[config.mk]
export PLATFORM = sky130hd
export DESIGN_NAME = morse_keyer
export DESIGN_NICKNAME = d
export VERILOG_FILES = /design/src/rtl/morse_keyer.sv
export SDC_FILE = /design/constraint.sdc
export NUM_CORES = 1
export LEC_CHECK = 0
export CAP_MARGIN = 10
export CELL_PAD_IN_SITES_DETAIL_PLACEMENT = 1
export CELL_PAD_IN_SITES_GLOBAL_PLACEMENT = 1
export CORE_ASPECT_RATIO = 1.4
export CORE_MARGIN = 4
export CORE_UTILIZATION = 36
export CTS_CLUSTER_DIAMETER = 100
export DETAILED_ROUTE_END_ITERATION = 10
export GPL_TIMING_DRIVEN = 0
export HOLD_SLACK_MARGIN = 0.12
export PLACE_DENSITY_LB_ADDON = 0.1
export SYNTH_ARGS = -nofsm -noshare
export SYNTH_HDL_FRONTEND = slang
export SYNTH_SLANG_ARGS = --single-unit
[constraint.sdc]
create_clock -name clk -period 2.2 [get_ports clk]
set_clock_uncertainty 0.1 [all_clocks]
set_input_delay 0.55 -clock clk [delete_from_list [all_inputs] [get_ports clk]]
set_output_delay 0.55 -clock clk [all_outputs]
set_load 0.02 [all_outputs]
[src/rtl/morse_keyer.sv]
// morse_keyer: sequences one Morse character (dots/dashes plus gaps) onto the
// key output, using an external unit timer that is restarted via unit_clear.
//
// Handshake: a character is accepted on any rising edge where start=1 and
// ready=1; ready stays low until the trailing gap ends (char_done pulse) or an
// abort returns the block to idle. start while ready=0 is ignored.
module morse_keyer #(
  parameter int MAXLEN = 5
) (
  input  logic       clk,
  input  logic       rst_n,
  input  logic       start,
  input  logic [4:0] sym_bits,
  input  logic [2:0] sym_len,
  input  logic       word_end,
  input  logic       abort,
  input  logic       unit_done,
  output logic       unit_clear,
  output logic       key,
  output logic       ready,
  output logic       char_done,
  output logic [1:0] dbg_state_o
);

  typedef enum logic [1:0] {
    S_IDLE  = 2'd0,
    S_MARK  = 2'd1,
    S_SPACE = 2'd2,
    S_TRAIL = 2'd3
  } state_t;

  localparam logic [2:0] MAX_L = 3'(MAXLEN);

  state_t     state_q;
  logic [4:0] bits_q;
  logic [2:0] len_q;
  logic       word_q;
  logic [2:0] idx_q;
  logic [2:0] ucnt_q;
  logic       key_q;
  logic       ready_q;
  logic       uclr_q;
  logic       done_q;

  logic [2:0] len_d;
  logic       unit_end;
  logic       mark_last;
  logic       more_elems;
  logic       trail_last;

  // Decode unit boundaries and end-of-element conditions from the latched pattern.
  always_comb begin
    len_d      = (sym_len > MAX_L) ? MAX_L : sym_len;
    // The timer's done flag is stale while it is being cleared.
    unit_end   = unit_done && !uclr_q;
    mark_last  = bits_q[idx_q] ? (ucnt_q == 3'd2) : (ucnt_q == 3'd0);
    more_elems = (idx_q + 3'd1) < len_q;
    trail_last = word_q ? (ucnt_q == 3'd6) : (ucnt_q == 3'd2);
  end

  // Element sequencer with registered key/ready/unit_clear/char_done.
  always_ff @(posedge clk or negedge rst_n) begin
    if (!rst_n) begin
      state_q <= S_IDLE;
      bits_q  <= 5'd0;
      len_q   <= 3'd0;
      word_q  <= 1'b0;
      idx_q   <= 3'd0;
      ucnt_q  <= 3'd0;
      key_q   <= 1'b0;
      ready_q <= 1'b1;
      uclr_q  <= 1'b1;
      done_q  <= 1'b0;
    end else begin
      done_q <= 1'b0;
      if (state_q == S_IDLE) begin
        key_q   <= 1'b0;
        ready_q <= 1'b1;
        uclr_q  <= 1'b1;
        if (start) begin
          bits_q  <= sym_bits;
          len_q   <= len_d;
          idx_q   <= 3'd0;
          ucnt_q  <= 3'd0;
          ready_q <= 1'b0;
          // unit_clear stays high one more cycle to open the first unit.
          if (len_d != 3'd0) begin
            word_q  <= word_end;
            key_q   <= 1'b1;
            state_q <= S_MARK;
          end else begin
            word_q  <= 1'b1;
            key_q   <= 1'b0;
            state_q <= S_TRAIL;
          end
        end
      end else if (abort) begin
        state_q <= S_IDLE;
        key_q   <= 1'b0;
        ready_q <= 1'b1;
        uclr_q  <= 1'b1;
      end else if (unit_end) begin
        // Each unit boundary restarts the timer with a single clear cycle.
        uclr_q <= 1'b1;
        if (state_q == S_MARK) begin
          if (mark_last) begin
            ucnt_q  <= 3'd0;
            key_q   <= 1'b0;
            state_q <= more_elems ? S_SPACE : S_TRAIL;
          end else begin
            ucnt_q <= ucnt_q + 3'd1;
          end
        end else if (state_q == S_SPACE) begin
          idx_q   <= idx_q + 3'd1;
          key_q   <= 1'b1;
          state_q <= S_MARK;
        end else begin
          if (trail_last) begin
            ucnt_q  <= 3'd0;
            state_q <= S_IDLE;
            done_q  <= 1'b1;
            ready_q <= 1'b1;
          end else begin
            ucnt_q <= ucnt_q + 3'd1;
          end
        end
      end else begin
        uclr_q <= 1'b0;
      end
    end
  end

  assign unit_clear  = uclr_q;
  assign key         = key_q;
  assign ready       = ready_q;
  assign char_done   = done_q;
  assign dbg_state_o = state_q;

endmodule

### Word-level counts from Yosys, hierarchy flattened

Index checks and enable logic that the tools add are counted.

* RAM bits: 0
* bits in latches: 0
* output and inout port bits: 6
* register bits: 21
* ROM bits: 0
* memories kept: 0

* equal/unequal tests: 11
* bitwise operators: 0
* add/sub/neg operators: 2
* shifts and indexed selects: 0
* div/mod/pow operators: 0
* reduce and logical (&&, ||, !) cells: 17
* $mul: 0
* multiplexer cells: 53
* $lt $le $gt $ge: 3

Operators by type and width (number)
* $mux W3: 14
* $mux W1: 29
* $mux W2: 9
* $reduce_and A4 Y1: 3
* $ne A3 B3 Y1 const B: 3
* $reduce_bool A3 Y1: 3
* $add A3 B1 Y3 const B: 2
* $reduce_and A5 Y1: 1
* $reduce_bool A5 Y1: 1
* $lt A3 B4 Y1 const B: 1
* $ne A2 B2 Y1 const B: 2
* $ne A4 B4 Y1 const B: 1
* $reduce_bool A2 Y1: 2
* $reduce_bool A4 Y1: 1
* $bmux W1 S3: 1
* $eq A3 B2 Y1 const B: 1
* $eq A3 B3 Y1 const B: 1
* $gt A3 B3 Y1 const B: 1
* $logic_not A3 Y1: 1
* $lt A3 B3 Y1: 1
* $reduce_and A3 Y1: 1
* $eq A2 B1 Y1 const B: 1
* $eq A2 B2 Y1 const B: 1
* $logic_not A2 Y1: 1
* other kinds (4): 4

### Longest topological paths before layout

* word-level depth: 8
* mapped depth: 9
* gate-level depth less buffers: 8

### Worst setup path after synthesis

No wires, ideal clock.

* kind: reg2reg
* from: reg state_q[0] (netlist: dbg_state_o[0])
* to: reg bits_q[4]
* cell stages (with the launch flop): 7
* data required time: 1.975 ns
* path slack: 0.214 ns
* path buffers: 2
* library setup time: 0.125 ns
* arrival: 1.761 ns
* cell sequence: dfrtp_1 -> inv_1 -> ha_1 -> clkbuf_1 -> nand2_1 -> clkbuf_1 -> mux2_2

* longest elaborated chain between the ends: 2

RTL lines
* start, declared: RTL line 34 `state_t state_q;`
* start signal, assigned: RTL line 109 `state_q <= more_elems ? S_SPACE : S_TRAIL;`
* $logic_not A2 Y1: RTL line 76 `if (state_q == S_IDLE) begin`
* $reduce_and A2 Y1 (no line)
* end signal, assigned: RTL line 81 `bits_q <= sym_bits;`
* end, declared: RTL line 35 `logic [4:0] bits_q;`

Every way passes these cells.
A chain may end at the register's enable or synchronous reset.

### Final worst setup path

* from: reg uclr_q (netlist: unit_clear)
* to: out unit_clear

RTL lines
* start, declared: RTL line 42 `logic uclr_q;`
* start signal, assigned: RTL line 72 `uclr_q <= 1'b1;`
* start signal, assigned: RTL line 79 `uclr_q <= 1'b1;`
* start signal, assigned: RTL line 101 `uclr_q <= 1'b1;`
* end, declared: RTL line 18 `output logic unit_clear,`

No word-level cell between the ends.

==> results.json <==
{
  "antenna_found_initial": 0,
  "dpl-instance-area_sq_mm": 0.001526,
  "final_cells": 194,
  "tightest_slew_ns": 0.9844,
  "cts.clk_slew.worst_paths_ns": 0.08,
  "postSynthCellCount": 132,
  "slowest_delay_ns": 0.60,
  "dpl.hpwl_um": 2425,
  "start_util_pct": 37.72,
  "power_density_mw_per_mm2": 1206,
  "rr_startpoint": "idx_q[2]",
  "hold_class": "reg2reg",
  "fp.dieW_um": 58.52,
  "max_freq_mhz": 487.5,
  "grt_max_degree": 22,
  "grt_pass1_vias": 1140,
  "core_sq_mm": 0.003410,
  "clock_latency_ns": 0.26,
  "min_path_cells": 2,
  "drtPass1Iterations": 3,
  "path_max_fanout": 4,
  "r2r-end": "dbg_state_o[0]",
  "diodes": 0,
  "min_from": "len_q[0]",
  "min_period_over_period_pct": 93.25,
  "synth_common_cells": "dfrtp_1 (19), nand2_1 (14), inv_1 (11)",
  "critical_path_required_ns": 1.55,
  "endpoint_kind": "primary output",
  "synth_ff_type": "dfrtp_1",
  "yosysTopAreaCellShare_pct": 36.96,
  "io_pins": 20,
  "synth_area_sq_mm": 0.001286,
  "crit_chain": "clkdlybuf4s50_1",
  "synth_edf_count": 0,
  "totalWireLength_um": 2997,
  "crit_family": "buffers and inverters",
  "p_leak_nw": 0.6872,
  "min_to": "len_q[0]",
  "yosysMostFrequentCell": "dfrtp_1",
  "cts_sinks": 21,
  "reg2reg_slack_ns": 0.20,
  "ir_drop_uv": 558.3,
  "setup_viol_count_final": 0,
  "drc_errors": 0,
  "avgSynthCellArea_sq_um": 9.744,
  "status": "finished, final reports clean",
  "critical_path_buf_inv_count": 1,
  "vias": 1026,
  "num_rows": 25,
  "dr.first_iter.drc_count": 9,
  "drtAntennaViolNets": 0,
  "fin_area_sq_mm": 0.001574,
  "finalHoldViolCount": 0,
  "overflow": 0,
  "cts_tree": "yes",
  "cts_max_level": 1,
  "r2r_cells": 9,
  "placedCellCount": 191,
  "numPortBuffers": 19,
  "grt_pass1_wl_um": 5216,
  "grtUsageTotal_pct": 14.48,
  "worst_slew_margin_rel_pct": 34.17,
  "die_h_um": 78.73,
  "cts_inserted_buffers": 3,
  "drive_gt1_share_pct": 16.88,
  "cts_root_buf": "clkbuf_8",
  "ys_warn_count": 0,
  "synth_seq_cells": 21,
  "ys_top_cells_by_area": "dfrtp_1 (37%), ha_1 (8.8%), mux2_2 (7.0%)",
  "arrival_ns": 1.40,
  "post-synth-top-area-cell": "dfrtp_1",
  "finalMaxSlewViolations": 0,
  "gp_congestion": 0.7615,
  "criticalPathCategory": "reg2out",
  "crit_slowest_cell": "clkdlybuf4s50_1",
  "max-cap-violations": 0,
  "rsz0062_at_grt": "no",
  "synthToLayoutAreaGrowth_pct": 22.37,
  "cp-start-kind": "flop",
  "n_fill_cell": 397,
  "die_area_sq_mm": 0.004607,
  "async_flop_share_pct": 100.0,
  "avgRoutedWirePerCell_um": 15.45,
  "nets": 178,
  "finalCriticalPeriod_ns": 2.051,
  "synth_fp_nets": 155,
  "clock_path_buffers": 2,
  "cts_hold_buf": 0,
  "ys_seq_area_share_pct": 41.05,
  "final_util_pct": 46.17,
  "yosys.cell_types.count": 43,
  "viasPerCell": 5.289
}
==> metrics by stage <==
step,power (W),TNS (ns),hold WS (ns),setup WS (ns)
2_1_floorplan,0.001362,0,0.1544,0.2141
3_3_place_gp,0.001629,-0.2617,0.3600,-0.1176
3_5_place_dp,0.001671,-0.3374,0.3803,-0.1421
4_1_cts,0.001935,0,0.4024,0.08863
5_1_grt,0.002089,0,0.4395,0.03551
6_report,0.001899,0,0.3997,0.1485
==> worst min-delay path: cells and delay by family, from the launching register on <==
kind	cells	cell delay, ns
simple gates	1	0.05
flops	1	0.35
compound gates	1	0.07
==> power by group <==
group          total (W)  switching (W)  internal [W]
Sequential      0.000653       0.000103      0.000551
Combinational   0.000994       0.000531      0.000463
Clock           0.000251       0.000122      0.000129
==> final cells by class <==
cell class	instances	area, sq um	share of cell area (%)
Multi-Input combinational cell	95	696.9	44.28
Sequential cell	21	529.3	33.62
Timing Repair Buffer	20	197.7	12.56
Tap cell	40	50.05	3.180
Clock buffer	4	45.04	2.862
Inverter	11	41.29	2.623
Buffer	3	13.76	0.8744
==> repair_timing <==
item | CTS | global route
endpoints found under the setup margin | 2 | 7
hold endpoints to repair | 0 | 0
setup buffers | 0 | 1
resized for setup | 1 | 1
==> how the worst max path moves through the flow <==
stage                     slack [ns]            from             end  cells after the start
after floorplan                 0.21  dbg_state_o[0]       bits_q[4]                      6
after global placement         -0.12           start       bits_q[4]                      4
after detailed placement       -0.14           start        len_q[2]                      4
after CTS                       0.09  dbg_state_o[0]  dbg_state_o[0]                      8
after global routing            0.04        idx_q[2]  dbg_state_o[0]                      9
final                           0.15      unit_clear      unit_clear                      1
==> layout by cell type (no fill, tap or decap), types with 2 or more instances in the layout <==
| master | instances |
|---|---|
| clkdlybuf4s50_1 | 19 |
| dfrtp_1 | 18 |
| nand2_1 | 14 |
| inv_1 | 11 |
| ha_1 | 9 |
| mux2_2 | 8 |
| o21ai_0 | 8 |
| a21oi_1 | 8 |
| nor2_1 | 7 |
| mux2i_1 | 4 |
| nand2b_1 | 3 |
| clkbuf_8 | 3 |
| clkbuf_1 | 2 |
| nor2b_1 | 2 |
| or2_2 | 2 |
| o21ai_1 | 2 |
| nor3_1 | 2 |
| dfstp_2 | 2 |
==> cells by family after synthesis <==
group,share of synthesized area (%)
muxes,10.12
and+or+nand+nor,16.73
DFF,41.05
buffers and inverters,4.766
adders and majority gates,8.755
xor gates and xnor gates,0.6811
AOI/OAI and AO/OA,17.90
==> per-layer routing <==
layer  vias to the layer above  part of all wire [%]  track usage (%)
met4                         0                  0.63            4.176
met3                         2                   3.2            2.114
met1                       499                    45            16.62
li1                        510                     -                -
met5                         -                     0                0
met2                        15                    51            26.85
==> registers in the layout, summed over array words and instances, names as in the netlist, 2 cells and up <==
signal and cells:
bits_q 5, ucnt_q 3, idx_q 3, len_q 3
dbg_state_o 2
Power figures use the tool's default switching activity.
